**src/rtl/multiply_ctrl_banked_if.sv**
```systemverilog
// Datapath-side bus of multiply_ctrl_banked: BRAM read ports, the Input_align
// beat stream and the per-bank Align_fifo programming/drain signals.
// The controller uses the master modport; the datapath side uses slave.
interface multiply_ctrl_banked_if #(
    parameter int ARR_M     = 8,
    parameter int ARR_P     = 8,
    parameter int NUM_BANKS = 2,
    parameter int ADDR_W    = 32
);
    logic [ADDR_W-1:0]              fm_addr;
    logic [ARR_M*8-1:0]             fm_rddata;
    logic [ADDR_W-1:0]              wm_addr;
    logic [NUM_BANKS*ARR_P*8-1:0]   wm_rddata;
    logic [ARR_M-1:0]               fvalid;
    logic [NUM_BANKS*ARR_P-1:0]     wvalid;
    logic [ARR_M*8-1:0]             fdata;
    logic [NUM_BANKS*ARR_P*8-1:0]   wdata;
    logic                           num_valid;
    logic [15:0]                    num_ori;
    logic [NUM_BANKS*8-1:0]         sub_scale_M;
    logic [NUM_BANKS*8-1:0]         sub_scale_P;
    logic [NUM_BANKS-1:0]           bank_get_all;

    modport master (
        output fm_addr, wm_addr, fvalid, wvalid, fdata, wdata,
               num_valid, num_ori, sub_scale_M, sub_scale_P,
        input  fm_rddata, wm_rddata, bank_get_all
    );

    modport slave (
        input  fm_addr, wm_addr, fvalid, wvalid, fdata, wdata,
               num_valid, num_ori, sub_scale_M, sub_scale_P,
        output fm_rddata, wm_rddata, bank_get_all
    );
endinterface

```
**src/rtl/multiply_ctrl_banked.sv**
```systemverilog
// Submatrix multiply sequencer: streams N feature/weight rows from BRAM into
// Input_align, programs per-bank Align_fifo scales and waits for every active
// bank to drain before pulsing finish.
// Optional WAIT watchdog is built when MULTI_CTRL_WDT_EN is defined.
module multiply_ctrl_banked #(
    parameter int ARR_M      = 8,
    parameter int ARR_P      = 8,
    parameter int NUM_BANKS  = 2,
    parameter int RD_LAT     = 1,
    parameter int ADDR_W     = 32,
    parameter int SADDR_F    = 0,
    parameter int SADDR_W    = 0,
    parameter int F_INCR     = 8,
    parameter int W_INCR     = 16,
    parameter int WDT_CYCLES = 4096
) (
    input  logic                  clk,
    input  logic                  rst_n,
    input  logic [7:0]            sub_M,
    input  logic [7:0]            sub_P,
    input  logic [15:0]           N,
    input  logic [15:0]           subFM_addr,
    input  logic [15:0]           subFM_incr,
    input  logic [15:0]           subWM_addr,
    input  logic [15:0]           subWM_incr,
    input  logic                  start,
    input  logic                  abort,
    input  logic                  stall,
    output logic                  busy,
    output logic                  finish,
    output logic                  err_timeout,
    multiply_ctrl_banked_if.master bus
);
    localparam logic [2:0] S_IDLE   = 3'd0;
    localparam logic [2:0] S_INFO   = 3'd1;
    localparam logic [2:0] S_ISSUE  = 3'd2;
    localparam logic [2:0] S_DRAIN  = 3'd3;
    localparam logic [2:0] S_WAIT   = 3'd4;
    localparam logic [2:0] S_FINISH = 3'd5;

    localparam logic [ADDR_W-1:0] F_BASE = ADDR_W'(SADDR_F);
    localparam logic [ADDR_W-1:0] W_BASE = ADDR_W'(SADDR_W);
    localparam logic [ADDR_W-1:0] F_MUL  = ADDR_W'(F_INCR);
    localparam logic [ADDR_W-1:0] W_MUL  = ADDR_W'(W_INCR);

    logic [2:0]             state;
    logic [7:0]             cfg_m;
    logic [7:0]             cfg_p;
    logic [15:0]            cfg_n;
    logic [15:0]            issue_cnt;
    logic [ADDR_W-1:0]      fm_step;
    logic [ADDR_W-1:0]      wm_step;
    logic [NUM_BANKS-1:0]   done;
    logic [NUM_BANKS-1:0]   done_nxt;
    logic [NUM_BANKS-1:0]   done_pre;
    logic [NUM_BANKS*8-1:0] scale_p_nxt;
    logic [RD_LAT-1:0]      vld_p;
    logic                   abort_act;
    logic                   issue_go;
    logic                   wdt_hit;

    // Columns left for bank b, clamped to [0, ARR_P]; 9-bit signed so that
    // banks past the end of sub_P come out as zero instead of wrapping.
    function automatic logic [7:0] bank_scale_p(input logic [7:0] p, input int b);
        logic signed [8:0] d;
        d = $signed({1'b0, p}) - $signed(9'(b * ARR_P));
        if (d < 9'sd0)
            return 8'd0;
        else if (d > $signed(9'(ARR_P)))
            return 8'(ARR_P);
        else
            return d[7:0];
    endfunction

    function automatic logic [ARR_M-1:0] lane_mask_f(input logic [7:0] m);
        logic [ARR_M-1:0] v;
        for (int i = 0; i < ARR_M; i++) v[i] = (i < int'(m));
        return v;
    endfunction

    function automatic logic [NUM_BANKS*ARR_P-1:0] lane_mask_w(input logic [7:0] p);
        logic [NUM_BANKS*ARR_P-1:0] v;
        for (int j = 0; j < NUM_BANKS * ARR_P; j++) v[j] = (j < int'(p));
        return v;
    endfunction

    assign busy      = (state != S_IDLE);
    assign abort_act = abort && busy;
    assign issue_go  = (state == S_ISSUE) && !stall && !abort_act;

    // Per-bank scale and "nothing to wait for" preset, plus sticky done merge
    always_comb begin
        scale_p_nxt = '0;
        done_pre    = '0;
        done_nxt    = done | bus.bank_get_all;
        for (int b = 0; b < NUM_BANKS; b++) begin
            scale_p_nxt[8*b +: 8] = bank_scale_p(sub_P, b);
            done_pre[b] = (sub_M == 8'd0) || (scale_p_nxt[8*b +: 8] == 8'd0);
        end
    end

    // Job sequencing, read issue, address generation and bank programming
    always_ff @(posedge clk or negedge rst_n) begin
        if (!rst_n) begin
            state           <= S_IDLE;
            cfg_m           <= '0;
            cfg_p           <= '0;
            cfg_n           <= '0;
            issue_cnt       <= '0;
            fm_step         <= '0;
            wm_step         <= '0;
            done            <= '0;
            vld_p           <= '0;
            finish          <= 1'b0;
            bus.fm_addr     <= '0;
            bus.wm_addr     <= '0;
            bus.num_valid   <= 1'b0;
            bus.num_ori     <= '0;
            bus.sub_scale_M <= '0;
            bus.sub_scale_P <= '0;
        end else begin
            bus.num_valid <= 1'b0;
            finish        <= (state == S_FINISH) && !abort;
            vld_p[0]      <= issue_go;
            for (int i = 1; i < RD_LAT; i++) vld_p[i] <= vld_p[i-1];
            if (abort_act) begin
                state <= S_IDLE;
                vld_p <= '0;
            end else begin
                case (state)
                    S_IDLE: begin
                        if (start && !abort) begin
                            state           <= S_INFO;
                            cfg_m           <= sub_M;
                            cfg_p           <= sub_P;
                            cfg_n           <= N;
                            issue_cnt       <= '0;
                            bus.fm_addr     <= F_BASE + ADDR_W'(subFM_addr) * F_MUL;
                            bus.wm_addr     <= W_BASE + ADDR_W'(subWM_addr) * W_MUL;
                            fm_step         <= ADDR_W'(subFM_incr) * F_MUL;
                            wm_step         <= ADDR_W'(subWM_incr) * W_MUL;
                            bus.num_valid   <= 1'b1;
                            bus.num_ori     <= N;
                            for (int b = 0; b < NUM_BANKS; b++)
                                bus.sub_scale_M[8*b +: 8] <= sub_M;
                            bus.sub_scale_P <= scale_p_nxt;
                            done            <= done_pre;
                        end
                    end
                    S_INFO: state <= (cfg_n == 16'd0) ? S_WAIT : S_ISSUE;
                    S_ISSUE: begin
                        done <= done_nxt;
                        if (!stall) begin
                            bus.fm_addr <= bus.fm_addr + fm_step;
                            bus.wm_addr <= bus.wm_addr + wm_step;
                            issue_cnt   <= issue_cnt + 16'd1;
                            if (issue_cnt == cfg_n - 16'd1) state <= S_DRAIN;
                        end
                    end
                    S_DRAIN: begin
                        done <= done_nxt;
                        if (vld_p == '0) state <= S_WAIT;
                    end
                    S_WAIT: begin
                        done <= done_nxt;
                        if ((&done_nxt) || wdt_hit) state <= S_FINISH;
                    end
                    S_FINISH: state <= S_IDLE;
                    default:  state <= S_IDLE;
                endcase
            end
        end
    end

    // Capture the BRAM beat when its read token leaves the latency pipeline
    always_ff @(posedge clk or negedge rst_n) begin
        if (!rst_n) begin
            bus.fdata  <= '0;
            bus.wdata  <= '0;
            bus.fvalid <= '0;
            bus.wvalid <= '0;
        end else if (vld_p[RD_LAT-1] && !abort_act) begin
            bus.fdata  <= bus.fm_rddata;
            bus.wdata  <= bus.wm_rddata;
            bus.fvalid <= lane_mask_f(cfg_m);
            bus.wvalid <= lane_mask_w(cfg_p);
        end else begin
            bus.fvalid <= '0;
            bus.wvalid <= '0;
        end
    end

`ifdef MULTI_CTRL_WDT_EN
    logic [15:0] wdt_cnt;

    assign wdt_hit = (state == S_WAIT) && (wdt_cnt == 16'(WDT_CYCLES - 1));

    // WAIT watchdog: count while waiting, flag a timeout until the next start
    always_ff @(posedge clk or negedge rst_n) begin
        if (!rst_n) begin
            wdt_cnt     <= '0;
            err_timeout <= 1'b0;
        end else begin
            wdt_cnt <= (state == S_WAIT) ? wdt_cnt + 16'd1 : 16'd0;
            if (state == S_IDLE && start && !abort)
                err_timeout <= 1'b0;
            else if (wdt_hit && !abort_act)
                err_timeout <= 1'b1;
        end
    end
`else
    assign wdt_hit     = 1'b0;
    assign err_timeout = 1'b0;
`endif
endmodule

```
**src/flat_wrapper.sv**
```systemverilog
// flat-port wrapper written by rule: the top's interface ports become plain ports
module multiply_ctrl_banked_flat 
#(
    parameter int ARR_M      = 8,
    parameter int ARR_P      = 8,
    parameter int NUM_BANKS  = 2,
    parameter int RD_LAT     = 1,
    parameter int ADDR_W     = 32,
    parameter int SADDR_F    = 0,
    parameter int SADDR_W    = 0,
    parameter int F_INCR     = 8,
    parameter int W_INCR     = 16,
    parameter int WDT_CYCLES = 4096
)
  (clk, rst_n, sub_M, sub_P, N, subFM_addr, subFM_incr, subWM_addr, subWM_incr, start, abort, stall, busy, finish, err_timeout, bus_fm_addr, bus_wm_addr, bus_fvalid, bus_wvalid, bus_fdata, bus_wdata, bus_num_valid, bus_num_ori, bus_sub_scale_M, bus_sub_scale_P, bus_fm_rddata, bus_wm_rddata, bus_bank_get_all);
  multiply_ctrl_banked_if #(.ARR_M(ARR_M), .ARR_P(ARR_P), .NUM_BANKS(NUM_BANKS), .ADDR_W(ADDR_W)) bus_i ();
  input  logic clk;
  input  logic rst_n;
  input  logic [7:0] sub_M;
  input  logic [7:0] sub_P;
  input  logic [15:0] N;
  input  logic [15:0] subFM_addr;
  input  logic [15:0] subFM_incr;
  input  logic [15:0] subWM_addr;
  input  logic [15:0] subWM_incr;
  input  logic start;
  input  logic abort;
  input  logic stall;
  output logic busy;
  output logic finish;
  output logic err_timeout;
  output wire logic [$bits(bus_i.fm_addr)-1:0] bus_fm_addr;
  output wire logic [$bits(bus_i.wm_addr)-1:0] bus_wm_addr;
  output wire logic [$bits(bus_i.fvalid)-1:0] bus_fvalid;
  output wire logic [$bits(bus_i.wvalid)-1:0] bus_wvalid;
  output wire logic [$bits(bus_i.fdata)-1:0] bus_fdata;
  output wire logic [$bits(bus_i.wdata)-1:0] bus_wdata;
  output wire logic [$bits(bus_i.num_valid)-1:0] bus_num_valid;
  output wire logic [$bits(bus_i.num_ori)-1:0] bus_num_ori;
  output wire logic [$bits(bus_i.sub_scale_M)-1:0] bus_sub_scale_M;
  output wire logic [$bits(bus_i.sub_scale_P)-1:0] bus_sub_scale_P;
  input wire logic [$bits(bus_i.fm_rddata)-1:0] bus_fm_rddata;
  input wire logic [$bits(bus_i.wm_rddata)-1:0] bus_wm_rddata;
  input wire logic [$bits(bus_i.bank_get_all)-1:0] bus_bank_get_all;
  assign bus_fm_addr = bus_i.fm_addr;
  assign bus_wm_addr = bus_i.wm_addr;
  assign bus_fvalid = bus_i.fvalid;
  assign bus_wvalid = bus_i.wvalid;
  assign bus_fdata = bus_i.fdata;
  assign bus_wdata = bus_i.wdata;
  assign bus_num_valid = bus_i.num_valid;
  assign bus_num_ori = bus_i.num_ori;
  assign bus_sub_scale_M = bus_i.sub_scale_M;
  assign bus_sub_scale_P = bus_i.sub_scale_P;
  assign bus_i.fm_rddata = bus_fm_rddata;
  assign bus_i.wm_rddata = bus_wm_rddata;
  assign bus_i.bank_get_all = bus_bank_get_all;
  multiply_ctrl_banked #(.ARR_M(ARR_M), .ARR_P(ARR_P), .NUM_BANKS(NUM_BANKS), .RD_LAT(RD_LAT), .ADDR_W(ADDR_W), .SADDR_F(SADDR_F), .SADDR_W(SADDR_W), .F_INCR(F_INCR), .W_INCR(W_INCR), .WDT_CYCLES(WDT_CYCLES)) u_core (.clk(clk), .rst_n(rst_n), .sub_M(sub_M), .sub_P(sub_P), .N(N), .subFM_addr(subFM_addr), .subFM_incr(subFM_incr), .subWM_addr(subWM_addr), .subWM_incr(subWM_incr), .start(start), .abort(abort), .stall(stall), .busy(busy), .finish(finish), .err_timeout(err_timeout), .bus(bus_i));
endmodule
```
**config.mk**
```make
export PLATFORM = sky130hd
export DESIGN_NAME = multiply_ctrl_banked_flat
export DESIGN_NICKNAME = d
export VERILOG_FILES = /design/src/rtl/multiply_ctrl_banked_if.sv /design/src/rtl/multiply_ctrl_banked.sv /design/src/flat_wrapper.sv
export SDC_FILE = /design/constraint.sdc
export NUM_CORES = 1
export LEC_CHECK = 0
export CAP_MARGIN = 20
export CORE_AREA = 3 3 240 242
export DETAILED_ROUTE_END_ITERATION = 8
export DIE_AREA = 0 0 243 245
export HOLD_SLACK_MARGIN = 0.06
export PLACE_DENSITY_LB_ADDON = 0.25
export SLEW_MARGIN = 40
export SYNTH_ARGS = -nofsm -noshare
export SYNTH_HDL_FRONTEND = slang
export SYNTH_SLANG_ARGS = --single-unit
```
**constraint.sdc**
```tcl
create_clock -name clk -period 2.8 [get_ports clk]
set_input_delay 0.56 -clock clk [delete_from_list [all_inputs] [get_ports clk]]
set_output_delay 0.56 -clock clk [all_outputs]
set_load 0.005 [all_outputs]
```
# After elaboration in Yosys (flattened, before gate mapping)
# Index checks and enable logic that the tools add are counted.
# W data, S select, Z words.
dict set report totals {
  reg_bits 400
  inputBits 295
  out_inout_bits 332
  wordCells 121
}
dict set report classes {
  addsub 5
  n_lt_le_gt_ge 28
  muxes 29
  bitwise 2
  eq_ne 13
  reduce_logical 25
}
# cell count
set ops {}
lappend ops {{$mux W32} 4}
lappend ops {{$pmux W32 S2} 2}
lappend ops {{$lt A3 B8 Y1 const A} 8}
lappend ops {{$lt A4 B8 Y1 const A} 8}
lappend ops {{$mux W16} 3}
lappend ops {{$mux W8} 5}
lappend ops {{$add A32 B19 Y32} 1}
lappend ops {{$add A32 B20 Y32} 1}
lappend ops {{$lt A1 B8 Y1 const A} 4}
lappend ops {{$lt A2 B8 Y1 const A} 4}
lappend ops {{$pmux W16 S2} 1}
lappend ops {{$logic_not A8 Y1} 3}
lappend ops {{$mux W3} 7}
lappend ops {{$add A16 B1 Y16 const B} 1}
lappend ops {{$eq A16 B16 Y1} 1}
lappend ops {{$logic_not A16 Y1} 1}
lappend ops {{$sub A16 B1 Y16 const B} 1}
lappend ops {{$pmux W3 S5} 1}
lappend ops {{$gt A9 B5 Y1 const B} 1}
lappend ops {{$lt A9 B1 Y1 const B} 1}
lappend ops {{$sub A8 B4 Y9 const B} 1}
lappend ops {{$gt A8 B4 Y1 const B} 1}
lappend ops {{$lt A8 B1 Y1 const B} 1}
lappend ops {{$eq A3 B2 Y1 const B} 2}
lappend ops {{23 further kinds} 39}

# Logic depth before layout (Yosys ltp)
# Gate-level depths: netlist (run 1).
dict set report depth {
  ltp_word 8
  ltp_mapped 11
  depth_no_buf 11
}

# Worst setup path before layout (run 1)
# Ideal clock, no wire load.
dict set report synth_path {
  path_kind {flip-flop to flip-flop}
  from {register u_core.bus.wm_addr[4]}
  to {register u_core.bus.wm_addr[20]}
  path_stages_with_launch 12
  period_less_slack_ns 2.765
  n_path_buf 0
  required_time_ns 2.722
  path_slack_ns 0.035
  setup_time_ns 0.078
  t_arrival_ns 2.687
  cell_sequence {dfrtp_1 > ha_1 > inv_1 > fa_1 > nand2b_1 > a211oi_1 > o2111ai_1 > a311oi_1 > a21o_1 > a21oi_1 > or3_1 > a21oi_1}
}
dict set report synth_between {
  elab_chain_cells 3
}
# item line_no
set synth_rtl {}
lappend synth_rtl {{start, declared} multiply_ctrl_banked_if.sv:25} ;# output fm_addr, wm_addr, fvalid, wvalid, fdata, wdata,
lappend synth_rtl {{start signal, assigned} multiply_ctrl_banked.sv:139} ;# bus.wm_addr <= W_BASE + ADDR_W'(subWM_addr) * W_MUL;
lappend synth_rtl {{start signal, assigned} multiply_ctrl_banked.sv:155} ;# bus.wm_addr <= bus.wm_addr + wm_step;
lappend synth_rtl {{$add A32 B20 Y32} multiply_ctrl_banked.sv:155}
lappend synth_rtl {{$mux W32} multiply_ctrl_banked.sv:153} ;# if (!stall) begin
lappend synth_rtl {{$pmux W32 S2} multiply_ctrl_banked.sv:130} ;# case (state)
# Every way passes these cells. The select of a mux whose other input is x is not followed.
# A chain may end at the register's enable or synchronous reset.

# Final worst setup path (run 1)
dict set report layout_path {
  from {register u_core.bus.fm_addr[8]}
  to {register u_core.bus.fm_addr[31]}
}
dict set report layout_between {
  elab_chain_cells 3
}
# item line_no
set layout_rtl {}
lappend layout_rtl {{start, declared} multiply_ctrl_banked_if.sv:25}
lappend layout_rtl {{start signal, assigned} multiply_ctrl_banked.sv:138} ;# bus.fm_addr <= F_BASE + ADDR_W'(subFM_addr) * F_MUL;
lappend layout_rtl {{start signal, assigned} multiply_ctrl_banked.sv:154} ;# bus.fm_addr <= bus.fm_addr + fm_step;
lappend layout_rtl {{$add A32 B19 Y32} multiply_ctrl_banked.sv:154}
lappend layout_rtl {{$mux W32} multiply_ctrl_banked.sv:153}
lappend layout_rtl {{$pmux W32 S2} multiply_ctrl_banked.sv:130}
# Every way passes these cells. The select of a mux whose other input is x is not followed.

==> results.md, run 1 <==
- The flow ran to the end, and the final reports show no timing, DRC or antenna violations.
- The final period utilization is roughly 95%.
- The number of enable-type register cells in the synthesized netlist is 0.
- In this run the mean area of a mapped cell was around 8.8 µm².
- The buffer type at the clock tree root is sky130_fd_sc_hd__clkbuf_16.
- The fraction of synthesized cell area taken by the top area cell type is a little under three fifths.
- The max-slew violation count is 0.
- For this block, the routed nets add up to about 64000 µm of wire.
- After synthesis, the cell types taking the most area are sky130_fd_sc_hd__dfrtp_1 56%, sky130_fd_sc_hd__nand2_1 18%, sky130_fd_sc_hd__ha_1 2.7%, sky130_fd_sc_hd__nor2_1 2.2%, sky130_fd_sc_hd__a21oi_1 2.1%.
- The worst setup path is launched from a flip-flop.
- The required time at the worst-slack endpoint is ~3300 ps.
- After synthesis, the share of flip-flops with an asynchronous set or reset is 100%.
- The detailed router finished its first iteration with 1024 violations.
- For this run, the leading register cell type out of synthesis is sky130_fd_sc_hd__dfrtp_1.
- The power per standard cell area is ~940 nW/µm².
- The number of core rows is 86.
- The floorplan step defined a die boundary enclosing 59500 µm².
- Setup violations remaining at the end of the flow were counted as 0.
- The tool flagged a number of max-cap violations equal to 0.
- In this run the standard cell core region covers between 50000 and 60000 µm².
- The post-synthesis instance area is approximately 17000 µm².
- The minimum setup slack among reg-to-reg paths is 140 ps.
- Counting instances, the worst hold path has a depth of 2.
- The startpoint identified for the worst hold timing path is u_core.bus.wdata[103]$_DFFE_PN0P_.
- At the placement stage, the worst setup path has a slack of -105 ps.
- The final weighted congestion of routability-driven global placement is 0.895.
- The port buffer count is slightly above 600.
- The clock reaches the later pin of the worst-skew pair after 580 ps.
- The clock transition at the registers of the reported paths is roughly 60 ps.
- The routed design could run at a clock period as short as around 2700 ps.
- The most common cell in the synthesized netlist is sky130_fd_sc_hd__nand2_1.
- The endpoint identified for the worst register-to-register timing path is u_core.bus.fm_addr[31]$_DFFE_PN0P_.
- The number of unique standard cell types used by synthesis is 65.
- Entering global routing, the biggest net connects between 70 and 80 pins.
- The post-synthesis sequential area ratio is about 56%.
- The worst flop-to-flop path startpoint is u_core.bus.fm_addr[8]$_DFFE_PN0P_.
- At the end of the flow, the number of nets in the layout was 2914.
- Synthesis inferred 377 register bits.
- The total I/O pin count is about 630.
- The worst-case clock buffer depth is 3.
- The number of nets with antenna violations after detailed routing is 0.
- The post-detailed-route wirelength per cell is 18.9 µm.
- Counting the fill cells in the layout gives 5306.
- The number of antenna violations at the first check in global routing is 3.
- The yosys synthesis warning count is 0.
- Global routing finished with a remaining overflow of 0.
- The commonest cells after synthesis are 825 x sky130_fd_sc_hd__nand2_1, 377 x sky130_fd_sc_hd__dfrtp_1, 99 x sky130_fd_sc_hd__nor2_1, 78 x sky130_fd_sc_hd__clkbuf_1, 72 x sky130_fd_sc_hd__a21oi_1.
- The via count of the first global-routing pass was between 15000 and 20000.
- For this configuration, the core starts out at a cell density of between 30 and 40%.
- After detailed routing, the number of vias per cell comes to between 4 and 5.
- The worst pin sits at a relative slew slack of a little over half.
- The worst hold path terminates at u_core.bus.wdata[103]$_DFFE_PN0P_.
- In the final layout, the share of cells above drive strength 1 is under 10%.
- The CTS tree is built.
- The worst-case IR drop observed on VDD is approximately 460 µV.
- The post-route clock skew is about 23 ps.
- Relative to the synthesized area, the layout overhead comes to 54.7%.
- In this run the horizontal extent of the chip is 243 µm.
- The path type of the worst min-delay path is flip-flop to flip-flop.
- The combined global-route utilization of all metal layers is roughly a fifth.
- The sum of net half-perimeters after detailed placement is just under 50000 µm.
- The detailed-route via count is around 16000.
- The first TritonRoute pass finished after 5 iterations.
- The leakage component of the power is between 10 and 15 nW.
- The count of endpoints failing hold in the final timing report is 0.
- In the routed design, unresolved DRC markers number 0.
- In this run the worst path has a maximum fanout of 5.
- The number of clock buffers inserted by TritonCTS is 45.
- The critical path is of the flip-flop to flip-flop type.
- The data arrival at the endpoint of the critical path is around 3200 ps.
- The H-tree generated during clock tree synthesis spans 2 levels.
- The die is between 200 and 250 µm tall.
- The smallest setup slack after layout is 136 ps.
- The cell type with the largest total area after synthesis is sky130_fd_sc_hd__dfrtp_1.
- Synthesis produced around 1900 cells.
- Measured on the finished design, the core utilization comes to between 40% and 50%.
- The first-pass GRT wire length is about 96000 µm.
- The worst register-to-register path has a depth of 8.
- The type of element capturing the critical path is a flip-flop.
- The upper clock frequency limit is between 300 and 400 MHz.
- The number of clock sinks is between 300 and 400.
- The actual transition at the worst max-transition pin is between 700 and 800 ps.
## sequential cells by signal, summed over array words and instances (netlist names), 2 cells and up
signal and cells:
u_core.bus.wdata 128, u_core.bus.fdata 64, u_core.bus.fm_addr 29, u_core.bus.wm_addr 28, u_core.bus.sub_scale_P 16, u_core.bus.wvalid 16, u_core.cfg_n 16, u_core.fm_step 16
u_core.issue_cnt 16, u_core.wm_step 16, u_core.bus.fvalid 8, u_core.bus.sub_scale_M 8, u_core.cfg_p 8, u_core.state 3, u_core.done 2
## layout by cell type, fill, tap and decap left out, types with 8 or more instances in the layout
cell type                           n
sky130_fd_sc_hd__nand4_1           10
sky130_fd_sc_hd__a31oi_1           14
sky130_fd_sc_hd__and3_1             8
sky130_fd_sc_hd__clkbuf_1           8
sky130_fd_sc_hd__nor2_1            99
sky130_fd_sc_hd__inv_1             27
sky130_fd_sc_hd__nor3_1            19
sky130_fd_sc_hd__clkbuf_8          11
sky130_fd_sc_hd__clkdlybuf4s50_1  617
sky130_fd_sc_hd__xor2_1            39
sky130_fd_sc_hd__ha_1              35
sky130_fd_sc_hd__a21o_1            13
sky130_fd_sc_hd__xnor2_1           35
sky130_fd_sc_hd__clkinv_2          10
sky130_fd_sc_hd__a21oi_1           69
sky130_fd_sc_hd__nor4_1            12
sky130_fd_sc_hd__clkbuf_16         45
sky130_fd_sc_hd__nand3_1           23
sky130_fd_sc_hd__or3_1             14
sky130_fd_sc_hd__dfrtp_1          377
sky130_fd_sc_hd__buf_12            16
sky130_fd_sc_hd__conb_1             8
sky130_fd_sc_hd__buf_4             79
sky130_fd_sc_hd__o21ai_0           54
sky130_fd_sc_hd__nand2_1          824
sky130_fd_sc_hd__and2_1            10
sky130_fd_sc_hd__o22ai_1           21
## cell families (layout without fill, tap and decap cells)
| family | count (synthesis) | count (layout) | synth area share [%] |
|---|---|---|---|
| and+or+nand+nor | 1056 | 1056 | 25.3 |
| DFF | 377 | 377 | 55.9 |
| AOI/OAI and AO/OA | 232 | 232 | 8.48 |
| buffers and inverters | 128 | 825 | 3.24 |
| xor gates and xnor gates | 74 | 74 | 3.84 |
| adders and majority gates | 39 | 39 | 2.98 |
| muxes | 4 | 4 | 0.252 |
| other | 1 | 10 | 0.0222 |
## power breakdown
part / switching, mW / total, mW / internal [mW]
combinational: 4.58 / 10.1 / 5.55
sequential: 1.35 / 8.71 / 7.36
clock: 2.39 / 5.83 / 3.45
## critical path, stage by stage, from the launching register on
cell and delay (ps):
sky130_fd_sc_hd__dfrtp_1 400, sky130_fd_sc_hd__ha_1 360, sky130_fd_sc_hd__a21o_1 210, sky130_fd_sc_hd__or3_1 320
sky130_fd_sc_hd__o221a_2 330, sky130_fd_sc_hd__a31o_2 270, sky130_fd_sc_hd__a211o_1 360, sky130_fd_sc_hd__a21bo_2 210
sky130_fd_sc_hd__a21oi_1 120
## through the flow
step	TNS, ps	cell area (µm²)	power, mW	instances	hold WS [ps]
after global placement	-212	24500	18.5	3270	456
after floorplan	0	16900	12.7	1918	264
after global routing	-14.5	26100	26.2	3363	488
final	0	26100	24.7	3365	470
after CTS	0	26000	24.8	3355	466
after detailed placement	-560	24500	18.7	3270	461
## routing by layer
layer	vias up	wire length [µm]	share of wire (%)	track usage, %
met5	-	24	0.038	0
li1	7558	-	-	-
met1	7619	26700	42	26.1
met2	509	30900	48	34.9
met4	4	1640	2.6	5.87
met3	91	4550	7.1	5.47
## worst max-delay path by stage
stage | startpoint | end | slack [ps] | depth (start not counted)
after global routing | u_core.bus.wm_addr[4]$_DFFE_PN0P_ | u_core.bus.wm_addr[20]$_DFFE_PN0P_ | -9 | 12
after detailed placement | u_core.bus.wm_addr[4]$_DFFE_PN0P_ | u_core.bus.wm_addr[20]$_DFFE_PN0P_ | -100 | 12
final | u_core.bus.fm_addr[8]$_DFFE_PN0P_ | u_core.bus.fm_addr[31]$_DFFE_PN0P_ | 140 | 8
after CTS | u_core.bus.fm_addr[3]$_DFFE_PN0P_ | u_core.bus.fm_addr[25]$_DFFE_PN0P_ | 10 | 12
after floorplan | u_core.bus.wm_addr[4]$_DFFE_PN0P_ | u_core.bus.wm_addr[20]$_DFFE_PN0P_ | 30 | 11
after global placement | u_core.bus.wm_addr[4]$_DFFE_PN0P_ | u_core.bus.wm_addr[22]$_DFFE_PN0P_ | -70 | 12
## cell type report
cell class	count	area (µm²)	share of cell area, %
inverters	29	111	0.426
clock inverters	18	170	0.651
flip-flops and latches	377	9430	36.1
well taps	748	936	3.58
repair buffers	714	7110	27.2
clock buffers	64	1310	5.00
multi-input cells	1413	7060	27.0
diodes	2	5.00	0.0191
## repair_timing
item | in CTS | in global routing
hold buffers | 1 | 0
cloned | 0 | 0
setup buffers | 2 | 8
hold endpoints to repair | 58 | 0
setup endpoints to repair | 9 | 23
resized for setup | 6 | 15
pin swaps | 3 | 12
Note: power is estimated with default switching activity, not from simulation.
==> run 2: changes to the inputs <==
--- a/config.mk
+++ b/config.mk
@@ -5,13 +5,14 @@
 export SDC_FILE = /design/constraint.sdc
 export NUM_CORES = 1
 export LEC_CHECK = 0
+export ABC_CLOCK_PERIOD_IN_PS = 2800
 export CAP_MARGIN = 20
 export CORE_AREA = 3 3 240 242
 export DETAILED_ROUTE_END_ITERATION = 8
 export DIE_AREA = 0 0 243 245
 export HOLD_SLACK_MARGIN = 0.06
 export PLACE_DENSITY_LB_ADDON = 0.25
-export SLEW_MARGIN = 40
+export SLEW_MARGIN = 10
 export SYNTH_ARGS = -nofsm -noshare
 export SYNTH_HDL_FRONTEND = slang
 export SYNTH_SLANG_ARGS = --single-unit
==> results of run 2 <==
Final layout, timing and power as in run 1 (identical DEF).
